**config.mk**
```make
export PLATFORM = sky130hd
export DESIGN_NAME = star_lr_extent_scan_flat
export DESIGN_NICKNAME = d
export VERILOG_FILES = /design/src/rtl/star_lr_extent_scan_pkg.sv /design/src/rtl/star_lr_extent_scan_if.sv /design/src/rtl/star_lr_extent_scan_pix_addr_gen.sv /design/src/rtl/star_lr_extent_scan.sv /design/src/flat_wrapper.sv
export SDC_FILE = /design/constraint.sdc
export NUM_CORES = 1
export LEC_CHECK = 0
export CAP_MARGIN = 0
export CELL_PAD_IN_SITES_DETAIL_PLACEMENT = 0
export CELL_PAD_IN_SITES_GLOBAL_PLACEMENT = 2
export CORE_ASPECT_RATIO = 1.1
export CORE_MARGIN = 2
export CORE_UTILIZATION = 28
export DETAILED_ROUTE_END_ITERATION = 16
export PLACE_DENSITY_LB_ADDON = 0.1
export SETUP_SLACK_MARGIN = 0.15
export SYNTH_ARGS = -nofsm -noshare
export SYNTH_HDL_FRONTEND = slang
export SYNTH_SLANG_ARGS = --single-unit
```
**constraint.sdc**
```tcl
create_clock -name clk -period 1.86 [get_ports clk]
set_input_delay 0.372 -clock clk [delete_from_list [all_inputs] [get_ports clk]]
set_output_delay 0.372 -clock clk [all_outputs]
set_load 0.01 [all_outputs]
```
**src/rtl/star_lr_extent_scan_pkg.sv**
```systemverilog
// Shared definitions for the star blob extent scanners: scan state encoding,
// default frame geometry and an address-width helper.
package star_lr_extent_scan_pkg;

  localparam int DEF_IMG_W     = 6;
  localparam int DEF_IMG_H     = 6;
  localparam int DEF_PIX_W     = 3;
  localparam int DEF_THRESHOLD = 0;

  typedef enum logic [2:0] {
    ST_IDLE     = 3'd0,
    ST_INIT     = 3'd1,
    ST_R_ISSUE  = 3'd2,
    ST_R_WAIT   = 3'd3,
    ST_L_ISSUE  = 3'd4,
    ST_L_WAIT   = 3'd5,
    ST_NEXT_ROW = 3'd6,
    ST_FIN      = 3'd7
  } scan_state_e;

  // Address bits needed for a w x h frame; never less than one bit.
  function automatic int addr_width(input int w, input int h);
    return (w * h > 1) ? $clog2(w * h) : 1;
  endfunction

endpackage

```
**src/rtl/star_lr_extent_scan_if.sv**
```systemverilog
// Request/result handshake plus the shared frame-RAM read port of the
// left/right extent scanner.
interface star_lr_extent_scan_if #(
  parameter int XW    = 3,
  parameter int YW    = 3,
  parameter int AW    = 6,
  parameter int PIX_W = 3
);
  logic             start;
  logic [XW-1:0]    mid_x;
  logic [YW-1:0]    top_y;
  logic [YW-1:0]    bottom_y;
  logic [AW-1:0]    mem_addr;
  logic             mem_rd_en;
  logic [PIX_W-1:0] mem_q;
  logic             busy;
  logic             done;
  logic             err;
  logic [XW-1:0]    most_left;
  logic [XW-1:0]    most_right;

  modport master (
    output start, mid_x, top_y, bottom_y, mem_q,
    input  mem_addr, mem_rd_en, busy, done, err, most_left, most_right
  );

  modport slave (
    input  start, mid_x, top_y, bottom_y, mem_q,
    output mem_addr, mem_rd_en, busy, done, err, most_left, most_right
  );

endinterface

```
**src/rtl/star_lr_extent_scan_pix_addr_gen.sv**
```systemverilog
// Combinational (x,y) -> linear frame address, y*IMG_W + x, computed
// zero-extended at the full address width.
module pix_addr_gen #(
  parameter int IMG_W = 6,
  parameter int XW    = 3,
  parameter int YW    = 3,
  parameter int AW    = 6
) (
  input  logic [XW-1:0] i_x,
  input  logic [YW-1:0] i_y,
  output logic [AW-1:0] o_addr
);

  assign o_addr = AW'(i_y) * AW'(IMG_W) + AW'(i_x);

endmodule

```
**src/rtl/star_lr_extent_scan.sv**
```systemverilog
// Left/right extent finder for one star blob: scans rows top_y..bottom_y
// outward from mid_x and reports the outermost bright columns.
//
// state    | meaning
// IDLE     | waiting for start
// INIT     | request latched, first row armed
// R_ISSUE  | read pixel right of/at seed
// R_WAIT   | wait RD_LAT, evaluate right pixel
// L_ISSUE  | read pixel left of seed
// L_WAIT   | wait RD_LAT, evaluate left pixel
// NEXT_ROW | advance row or finish
// FIN      | result valid (done=1), accepts start
module star_lr_extent_scan
  import star_lr_extent_scan_pkg::*;
#(
  parameter int IMG_W     = DEF_IMG_W,
  parameter int IMG_H     = DEF_IMG_H,
  parameter int XW        = $clog2(IMG_W),
  parameter int YW        = $clog2(IMG_H),
  parameter int AW        = addr_width(IMG_W, IMG_H),
  parameter int PIX_W     = DEF_PIX_W,
  parameter int THRESHOLD = DEF_THRESHOLD,
  parameter int RD_LAT    = 1
) (
  input logic                  clk,
  input logic                  resetn,
  star_lr_extent_scan_if.slave bus
);

  localparam int            WW     = (RD_LAT > 1) ? $clog2(RD_LAT) : 1;
  localparam logic [YW:0]   Y_LIM  = (YW+1)'(IMG_H);
  localparam logic [XW:0]   X_LIM  = (XW+1)'(IMG_W);
  localparam logic [XW-1:0] X_LAST = XW'(IMG_W - 1);

  scan_state_e   r_state, w_state_nxt;
  logic [XW-1:0] r_x, w_x_nxt;
  logic [YW-1:0] r_y, w_y_nxt;
  logic [XW-1:0] r_mid_x, w_mid_x_nxt;
  logic [YW-1:0] r_bot_y, w_bot_y_nxt;
  logic [XW-1:0] r_ml, w_ml_nxt;
  logic [XW-1:0] r_mr, w_mr_nxt;
  logic          r_err, w_err_nxt;
  logic [WW-1:0] r_wait, w_wait_nxt;

  logic          w_bad_in;
  logic          w_bright;
  logic          w_wait_tc;
  logic [AW-1:0] w_addr;

  assign w_bad_in  = (bus.top_y > bus.bottom_y) ||
                     ({1'b0, bus.bottom_y} >= Y_LIM) ||
                     ({1'b0, bus.mid_x} >= X_LIM);
  assign w_bright  = bus.mem_q > PIX_W'(THRESHOLD);
  assign w_wait_tc = (r_wait == '0);

  pix_addr_gen #(
    .IMG_W (IMG_W),
    .XW    (XW),
    .YW    (YW),
    .AW    (AW)
  ) u_addr (
    .i_x    (r_x),
    .i_y    (r_y),
    .o_addr (w_addr)
  );

  always_ff @(posedge clk) begin
    if (!resetn) begin
      r_state <= ST_IDLE;
      r_x     <= '0;
      r_y     <= '0;
      r_mid_x <= '0;
      r_bot_y <= '0;
      r_ml    <= '0;
      r_mr    <= '0;
      r_err   <= 1'b0;
      r_wait  <= '0;
    end else begin
      r_state <= w_state_nxt;
      r_x     <= w_x_nxt;
      r_y     <= w_y_nxt;
      r_mid_x <= w_mid_x_nxt;
      r_bot_y <= w_bot_y_nxt;
      r_ml    <= w_ml_nxt;
      r_mr    <= w_mr_nxt;
      r_err   <= w_err_nxt;
      r_wait  <= w_wait_nxt;
    end
  end

  always_comb begin
    w_state_nxt = r_state;
    w_x_nxt     = r_x;
    w_y_nxt     = r_y;
    w_mid_x_nxt = r_mid_x;
    w_bot_y_nxt = r_bot_y;
    w_ml_nxt    = r_ml;
    w_mr_nxt    = r_mr;
    w_err_nxt   = r_err;
    w_wait_nxt  = r_wait;

    case (r_state)
      ST_IDLE, ST_FIN: begin
        if (bus.start) begin
          w_mid_x_nxt = bus.mid_x;
          w_bot_y_nxt = bus.bottom_y;
          if (w_bad_in) begin
            // Bad request finishes immediately with zeroed extents.
            w_state_nxt = ST_FIN;
            w_err_nxt   = 1'b1;
            w_ml_nxt    = '0;
            w_mr_nxt    = '0;
          end else begin
            w_state_nxt = ST_INIT;
            w_err_nxt   = 1'b0;
            w_x_nxt     = bus.mid_x;
            w_y_nxt     = bus.top_y;
            w_ml_nxt    = bus.mid_x;
            w_mr_nxt    = bus.mid_x;
          end
        end
      end

      ST_INIT: w_state_nxt = ST_R_ISSUE;

      ST_R_ISSUE: begin
        w_wait_nxt  = WW'(RD_LAT - 1);
        w_state_nxt = ST_R_WAIT;
      end

      ST_R_WAIT: begin
        if (!w_wait_tc) begin
          w_wait_nxt = r_wait - WW'(1);
        end else begin
          if (w_bright && (r_x > r_mr)) w_mr_nxt = r_x;
          if (w_bright && (r_x != X_LAST)) begin
            w_x_nxt     = r_x + XW'(1);
            w_state_nxt = ST_R_ISSUE;
          end else if ((!w_bright && (r_x == r_mid_x)) || (r_mid_x == '0)) begin
            // Empty row at the seed, or nothing exists left of column 0.
            w_state_nxt = ST_NEXT_ROW;
          end else begin
            w_x_nxt     = r_mid_x - XW'(1);
            w_state_nxt = ST_L_ISSUE;
          end
        end
      end

      ST_L_ISSUE: begin
        w_wait_nxt  = WW'(RD_LAT - 1);
        w_state_nxt = ST_L_WAIT;
      end

      ST_L_WAIT: begin
        if (!w_wait_tc) begin
          w_wait_nxt = r_wait - WW'(1);
        end else if (w_bright) begin
          if (r_x < r_ml) w_ml_nxt = r_x;
          if (r_x == '0) begin
            w_state_nxt = ST_NEXT_ROW;
          end else begin
            w_x_nxt     = r_x - XW'(1);
            w_state_nxt = ST_L_ISSUE;
          end
        end else begin
          w_state_nxt = ST_NEXT_ROW;
        end
      end

      ST_NEXT_ROW: begin
        if (r_y == r_bot_y) begin
          w_state_nxt = ST_FIN;
        end else begin
          w_y_nxt     = r_y + YW'(1);
          w_x_nxt     = r_mid_x;
          w_state_nxt = ST_R_ISSUE;
        end
      end

      default: w_state_nxt = ST_IDLE;
    endcase
  end

  assign bus.busy       = (r_state != ST_IDLE) && (r_state != ST_FIN);
  assign bus.done       = (r_state == ST_FIN);
  assign bus.err        = r_err;
  assign bus.most_left  = r_ml;
  assign bus.most_right = r_mr;
  assign bus.mem_rd_en  = (r_state == ST_R_ISSUE) || (r_state == ST_L_ISSUE);
  assign bus.mem_addr   = w_addr;

endmodule

```
**src/flat_wrapper.sv**
```systemverilog
// flat-port wrapper written by rule: the top's interface ports become plain ports
module star_lr_extent_scan_flat import star_lr_extent_scan_pkg::*;
#(
  parameter int IMG_W     = DEF_IMG_W,
  parameter int IMG_H     = DEF_IMG_H,
  parameter int XW        = $clog2(IMG_W),
  parameter int YW        = $clog2(IMG_H),
  parameter int AW        = addr_width(IMG_W, IMG_H),
  parameter int PIX_W     = DEF_PIX_W,
  parameter int THRESHOLD = DEF_THRESHOLD,
  parameter int RD_LAT    = 1
)
  (clk, resetn, bus_start, bus_mid_x, bus_top_y, bus_bottom_y, bus_mem_q, bus_mem_addr, bus_mem_rd_en, bus_busy, bus_done, bus_err, bus_most_left, bus_most_right);
  star_lr_extent_scan_if #(.XW(XW), .YW(YW), .AW(AW), .PIX_W(PIX_W)) bus_i ();
  input logic clk;
  input logic resetn;
  input wire logic [$bits(bus_i.start)-1:0] bus_start;
  input wire logic [$bits(bus_i.mid_x)-1:0] bus_mid_x;
  input wire logic [$bits(bus_i.top_y)-1:0] bus_top_y;
  input wire logic [$bits(bus_i.bottom_y)-1:0] bus_bottom_y;
  input wire logic [$bits(bus_i.mem_q)-1:0] bus_mem_q;
  output wire logic [$bits(bus_i.mem_addr)-1:0] bus_mem_addr;
  output wire logic [$bits(bus_i.mem_rd_en)-1:0] bus_mem_rd_en;
  output wire logic [$bits(bus_i.busy)-1:0] bus_busy;
  output wire logic [$bits(bus_i.done)-1:0] bus_done;
  output wire logic [$bits(bus_i.err)-1:0] bus_err;
  output wire logic [$bits(bus_i.most_left)-1:0] bus_most_left;
  output wire logic [$bits(bus_i.most_right)-1:0] bus_most_right;
  assign bus_i.start = bus_start;
  assign bus_i.mid_x = bus_mid_x;
  assign bus_i.top_y = bus_top_y;
  assign bus_i.bottom_y = bus_bottom_y;
  assign bus_i.mem_q = bus_mem_q;
  assign bus_mem_addr = bus_i.mem_addr;
  assign bus_mem_rd_en = bus_i.mem_rd_en;
  assign bus_busy = bus_i.busy;
  assign bus_done = bus_i.done;
  assign bus_err = bus_i.err;
  assign bus_most_left = bus_i.most_left;
  assign bus_most_right = bus_i.most_right;
  star_lr_extent_scan #(.IMG_W(IMG_W), .IMG_H(IMG_H), .XW(XW), .YW(YW), .AW(AW), .PIX_W(PIX_W), .THRESHOLD(THRESHOLD), .RD_LAT(RD_LAT)) u_core (.clk(clk), .resetn(resetn), .bus(bus_i));
endmodule
```
==> qor.yml, run 1 <==
timing:
  drv_slew: 0
  final.setup_skew_ns: 0.00299
  post-route-period-util_pct: 112
  final.setup.worst_slack_ns: -0.219
  tightest_slew_ns: 0.438
  final_worst_hold_slack_ns: 0.469
  timing_hold_violations_final: 0
  finalWorstPathRequiredPeriod_ns: 2.08
  fmax_ghz: 0.481
  slew-limit-headroom_pct: 70.8
  grt_setup_unrepaired: "yes"
  final_setup_violations: 8
placement:
  port-buffer-count: 30
  placed_cells: 373
  place_worst_setup_slack_ns: -0.497
  place_area_um2: 2550
  detailedPlacementHpwl_um: 4640
  finalWeightedCongestion: 0.791
grt:
  grt_max_degree: 16
  grt.overflow.total: 0
  antenna_found_initial: 0
  groute.usage.overall_pct: 18.1
  grt_pass1_wl_um: 9960
  via_count_of_the_first_global_routing_pass: 1944
power_and_ir_drop:
  ir_drop_mv: 0.479
  static-leakage-power_uw: 0.00135
  cellPowerDensity_nw_per_um2: 1070
  finalPower_uw: 3250
critical_path:
  timing.critical_path.from_type: "flop"
  crit-reg2reg-launch: "u_core.r_state[1]$_SDFFE_PN0P_"
  critPathKind: "reg2out"
  critical_path.top_delay_family: "adder cells"
  worst_path_largest_cell_delay_ns: 0.50
  regToRegSetupSlack_ns: -0.05
  timing.critical_path.slowest_stage_cell: "sky130_fd_sc_hd__fa_1"
  critPathCapture: "bus_mem_addr[4]"
  end_of_the_worst_register_to_register_path: "u_core.r_y[0]$_SDFFE_PN0P_"
  path_cells: "ha_4, fa_1, nor2b_4, xnor2_2, buf_2"
  path_max_fanout: 4
  crit_buf_inv: 1
  cp-end-kind: "output pin"
  required_ns: 1.49
  startpoint: "u_core.r_y[1]$_SDFFE_PN0P_"
  worst_ep_arrival_time_ns: 1.71
  ff2ff_path_depth: 8
  worst-path-stages: 5
finish:
  fin_area_um2: 3050
  drive_above_1_share_pct: 41.4
  fillerInstances: 640
  design.final.nets: 351
  synthToLayoutAreaGrowth_pct: 65.6
  n_antenna_cell: 0
  stdcell_count: 396
die:
  die_height_um: 89.1
  die_w_um: 81.4
  core_um2: 6480
  initial_utilization_pct: 28.5
  count_of_standard_cell_rows: 31
  design.die.area_um2: 7250
  ios: 31
detailed_routing:
  drt_iter0_drc: 54
  detail_route.wl_per_cell_um: 15.6
  route.vias.total: 1962
  post_drt_via_cell_ratio: 4.95
  remaining_antenna_violation_count_after_routing: 0
  drcViolationCount: 0
  drt_pass1_iterations: 4
  wirelength_um: 6200
logic_synthesis:
  synth.area.top_cells: "sky130_fd_sc_hd__dfxtp_1 (24%), sky130_fd_sc_hd__ha_1 (13%), sky130_fd_sc_hd__a21oi_1 (6.0%)"
  most_used_dff_post_synth: "sky130_fd_sc_hd__dfxtp_1"
  dominant_combinational_cell_family_by_area_after_synthesis: "compound AO/OA/AOI/OAI gates"
  synth_compound_area_share_pct: 26.6
  yosysUniqueCellTypes: 50
  post_synth_xor_area_fraction_pct: 5.70
  yosys_warnings: 0
  post-synth-top-area-fraction_pct: 23.9
  synth.area.mux_share_pct: 3.26
  synth_top_cell_by_area: "sky130_fd_sc_hd__dfxtp_1"
  synth_simple_gate_area_share_pct: 18.5
  flip_flop_and_latch_count_after_synthesis: 22
  synth_area_um2: 1840
  edff_count_synth: 0
  synth_cells: 232
  ys_async_sr_fraction_pct: 0
  synth.avg_cell_area_um2: 7.94
  syn_nets: 268
  synthAdderAreaFrac_pct: 15.1
  synthTopCellsByCount: "sky130_fd_sc_hd__a21oi_1 (22), sky130_fd_sc_hd__dfxtp_1 (22), sky130_fd_sc_hd__nor2_1 (20)"
  seq_area_frac_synth_pct: 23.9
clocking:
  root_buffer_selected_by_cts: "sky130_fd_sc_hd__clkbuf_8"
  clk_pin_slew_ns: 0.09
  number_of_cts_inserted_buffers: 3
  clockBufferDepth: 2
  cts-htree-levels: 1
  worst_skew_pair.late_latency_ns: 0.27
  cts.sinks: 22
  holdBufCountCts: 0
  tritoncts: "built"
run:
  drv_cap: 0
status:
  run_status: "complete, but fails checks"
  violated_checks: "setup timing"
hold_path:
  holdCritPathClass: "reg2reg"
[placed cells by master (no fill, tap or decap), drive strengths merged, types with 5 or more instances in the layout]
cell           instances
a21oi                 23
nand2b                 6
dfxtp                 22
clkdlybuf4s50         11
xor2                   8
mux2i                  6
buf                   66
o21ai                 15
nand2                 17
nor2                  20
dlygate4sd2           11
ha                    19
inv                   17
nor2b                  5
nand3                  6
[state kept, by name, summed over array words and instances (netlist names)]
| name | count |
|---|---|
| u_core.r_x | 3 |
| u_core.r_mid_x | 3 |
| u_core.r_bot_y | 3 |
| u_core.bus.err | 1 |
| u_core.bus.most_right | 3 |
| u_core.bus.most_left | 3 |
| u_core.r_state | 3 |
| u_core.r_y | 3 |
[how the worst min path moves through the flow]
stage	from	cells past startpoint	slack, ns	end
final	u_core.bus.err$_SDFFE_PN0P_	2	0.47	u_core.bus.err$_SDFFE_PN0P_
after global routing	u_core.bus.err$_SDFFE_PN0P_	2	0.49	u_core.bus.err$_SDFFE_PN0P_
after CTS	u_core.bus.err$_SDFFE_PN0P_	2	0.46	u_core.bus.err$_SDFFE_PN0P_
after global placement	u_core.bus.err$_SDFFE_PN0P_	2	0.45	u_core.bus.err$_SDFFE_PN0P_
after floorplan	u_core.r_bot_y[0]$_SDFFE_PN0P_	2	0.45	u_core.r_bot_y[0]$_SDFFE_PN0P_
after detailed placement	u_core.bus.err$_SDFFE_PN0P_	2	0.45	u_core.bus.err$_SDFFE_PN0P_
[worst min-delay path, stage by stage, from the launching register on]
cell                      delay, ns
sky130_fd_sc_hd__dfxtp_1       0.32
sky130_fd_sc_hd__nand2_1       0.05
sky130_fd_sc_hd__a21oi_1       0.06
[timing repair]
item | in CTS | in global routing
gates resized for setup | 87 | 35
pin swaps | 27 | 13
endpoints found under the setup margin | 30 | 25
buffers inserted | 13 | 6
[report_power, final]
group	leakage, µW	total, µW	switching (µW)	internal (µW)
Sequential	0.000186	728	128	600
Combinational	0.00113	2060	967	1090
Clock	0.0000357	467	179	288
[cell type report]
| class | count | area (µm²) | area share, % |
|---|---|---|---|
| multi-input cells | 180 | 1550 | 50.8 |
| clock buffers | 3 | 41.3 | 1.35 |
| repair buffers | 90 | 790 | 25.9 |
| well taps | 82 | 103 | 3.36 |
| flip-flops and latches | 22 | 467 | 15.3 |
| clock inverters | 1 | 30.0 | 0.984 |
| inverters | 18 | 71.3 | 2.34 |
[per-layer routing]
metal  track usage [%]  routed length [µm]  up-vias
li1                  -                   -     1002
met1              22.4                2790      922
met2              33.2                3160       32
met3              2.12                 182        6
met4              4.62                  71        0
met5                 0                   0        -
[cells by family after synthesis]
| family | Yosys count |
|---|---|
| AOI/OAI and AO/OA | 74 |
| xor gates and xnor gates | 12 |
| adders and majority gates | 21 |
| buffers and inverters | 30 |
| DFF | 22 |
| muxes | 6 |
| and+or+nand+nor | 67 |
[through the flow]
| step | setup TNS [ns] | utilization [%] |
|---|---|---|
| 2_1_floorplan | 0 | - |
| 3_3_place_gp | -6.89 | 39.3 |
| 3_5_place_dp | -7.38 | 39.3 |
| 4_1_cts | -0.776 | 44.5 |
| 5_1_grt | -1.26 | 47.1 |
| 6_report | -0.630 | 47.1 |
Power figures use the tool's default switching activity.
==> run 2, diff against run 1 <==
--- a/config.mk
+++ b/config.mk
@@ -11,9 +11,11 @@
 export CORE_ASPECT_RATIO = 1.1
 export CORE_MARGIN = 2
 export CORE_UTILIZATION = 28
+export CTS_CLUSTER_SIZE = 40
 export DETAILED_ROUTE_END_ITERATION = 16
 export PLACE_DENSITY_LB_ADDON = 0.1
 export SETUP_SLACK_MARGIN = 0.15
+export SKIP_LAST_GASP = 1
 export SYNTH_ARGS = -nofsm -noshare
 export SYNTH_HDL_FRONTEND = slang
 export SYNTH_SLANG_ARGS = --single-unit
==> qor.yml, run 2 (synthesis results as in run 1) <==
die:
  die_w_um: 81.4
  design.die.area_um2: 7250
  initial_utilization_pct: 28.5
  core_um2: 6480
  die_height_um: 89.1
  count_of_standard_cell_rows: 31
  ios: 31
timing:
  sum_of_negative_setup_slack_ns: -0.640
  final_setup_violations: 9
  post-route-period-util_pct: 112
  final.setup.worst_slack_ns: -0.219
  slew-limit-headroom_pct: 70.5
  tightest_slew_ns: 0.442
  fmax_ghz: 0.481
  grt_setup_unrepaired: "yes"
  drv_slew: 0
  final.setup_skew_ns: 0.00247
  timing_hold_violations_final: 0
  finalWorstPathRequiredPeriod_ns: 2.08
finish:
  mostFrequentLayoutCell: "sky130_fd_sc_hd__buf_4"
  design.final.nets: 349
  n_antenna_cell: 0
  most-common-layout-cells: "sky130_fd_sc_hd__buf_4 (46), sky130_fd_sc_hd__nor2_1 (18), sky130_fd_sc_hd__a21oi_1 (17)"
  drive_above_1_share_pct: 40.1
  synthToLayoutAreaGrowth_pct: 64.0
  fin_area_um2: 3020
grt:
  grt.overflow.total: 0
  antenna_found_initial: 0
  grt_max_degree: 16
  grt_pass1_wl_um: 9950
  via_count_of_the_first_global_routing_pass: 1947
  groute.usage.overall_pct: 18.1
critical_path:
  path_max_fanout: 4
  required_ns: 1.49
  critPathKind: "reg2out"
  regToRegSetupSlack_ns: -0.05
  timing.critical_path.from_type: "flop"
  path_cells: "ha_4, fa_1, nor2b_4, xnor2_2, buf_2"
  startpoint: "u_core.r_y[1]$_SDFFE_PN0P_"
  timing.critical_path.slowest_stage_cell: "sky130_fd_sc_hd__fa_1"
  ff2ff_path_depth: 8
  worst_path_largest_cell_delay_ns: 0.50
  worst_ep_arrival_time_ns: 1.71
  crit-reg2reg-launch: "u_core.r_state[1]$_SDFFE_PN0P_"
  critPathCapture: "bus_mem_addr[4]"
  end_of_the_worst_register_to_register_path: "u_core.r_y[0]$_SDFFE_PN0P_"
  cp-end-kind: "output pin"
placement:
  detailedPlacementHpwl_um: 4640
  finalWeightedCongestion: 0.791
  place_area_um2: 2550
  port-buffer-count: 30
  place_worst_setup_slack_ns: -0.497
detailed_routing:
  drt_pass1_iterations: 4
  route.vias.total: 1966
  wirelength_um: 6150
  remaining_antenna_violation_count_after_routing: 0
  detail_route.wl_per_cell_um: 15.6
  drcViolationCount: 0
  drt_iter0_drc: 61
  post_drt_via_cell_ratio: 4.99
clocking:
  tritoncts: "built"
  cts.sinks: 22
  clockBufferDepth: 2
  worst_skew_pair.late_latency_ns: 0.27
  holdBufCountCts: 0
  cts-htree-levels: 1
  number_of_cts_inserted_buffers: 3
  clk_pin_slew_ns: 0.09
  root_buffer_selected_by_cts: "sky130_fd_sc_hd__clkbuf_8"
power_and_ir_drop:
  static-leakage-power_uw: 0.00134
  ir_drop_mv: 0.490
  cellPowerDensity_nw_per_um2: 1060
  finalPower_uw: 3210
run:
  drv_cap: 0
hold_path:
  holdCritPathClass: "reg2reg"
  hold_path_startpoint: "u_core.bus.err$_SDFFE_PN0P_"
status:
  violated_checks: "setup timing"
  run_status: "complete, but fails checks"
==> run 2: cell types whose count changed in the layout (fill, tap and decap cells not counted), sizes merged <==
cell	before	now
inv	17	18
clkinvlp	1	0
dlygate4sd2	11	12
buf	66	63
==> run 2: layout make-up <==
type,count,area (µm²)
fill,643,3460
multi-input combinational,180,1540
timing repair buffer,88,771
sequential,22,467
tap,82,103
inverter,18,67.6
clock buffer,3,41.3
clock inverter,1,30.0
==> run 2: what timing repair did <==
action                     CTS  global route
cloned                       0             0
setup endpoints to repair   30            24
gates resized for setup     80            34
hold endpoints to repair     0             0
buffers inserted            13             4
pin swaps                   26            10
==> run 2: per-stage QoR <==
stage,utilization [%],instances,hold WS (ns)
2_1_floorplan,-,232,0.448
3_3_place_gp,39.3,373,0.446
5_1_grt,46.6,394,0.495
3_5_place_dp,39.3,373,0.449
4_1_cts,44.2,390,0.462
6_report,46.6,394,0.468
==> run 2: where the power goes <==
part / total, µW / switching [µW] / internal [µW]
clock: 468 / 180 / 288
combinational: 2010 / 959 / 1050
sequential: 725 / 125 / 600
total: 3210 / 1260 / 1940
==> run 2: worst max-delay path, delay by kind of cell, from the launching register on <==
family	cells	cell delay, ns
adder cells (fa/ha/maj)	2	0.66
AND/OR/NAND/NOR	1	0.16
flip-flops	1	0.38
buffers and inverters	1	0.14
XOR/XNOR	1	0.10
==> run 2: worst min path at each step <==
| stage | to | slack (ns) | cells after the start |
|---|---|---|---|
| finish | u_core.bus.err$_SDFFE_PN0P_ | 0.47 | 2 |
| global route | u_core.bus.err$_SDFFE_PN0P_ | 0.49 | 2 |
| CTS | u_core.bus.err$_SDFFE_PN0P_ | 0.46 | 2 |
| detailed placement | u_core.bus.err$_SDFFE_PN0P_ | 0.45 | 2 |
| global placement | u_core.bus.err$_SDFFE_PN0P_ | 0.45 | 2 |
| floorplan | u_core.r_bot_y[0]$_SDFFE_PN0P_ | 0.45 | 2 |
==> run 2: per-layer routing <==
layer,track usage [%],wire length (µm)
met3,2.12,179
met2,33.2,3130
met5,0,0
met1,22.3,2780
met4,4.62,71
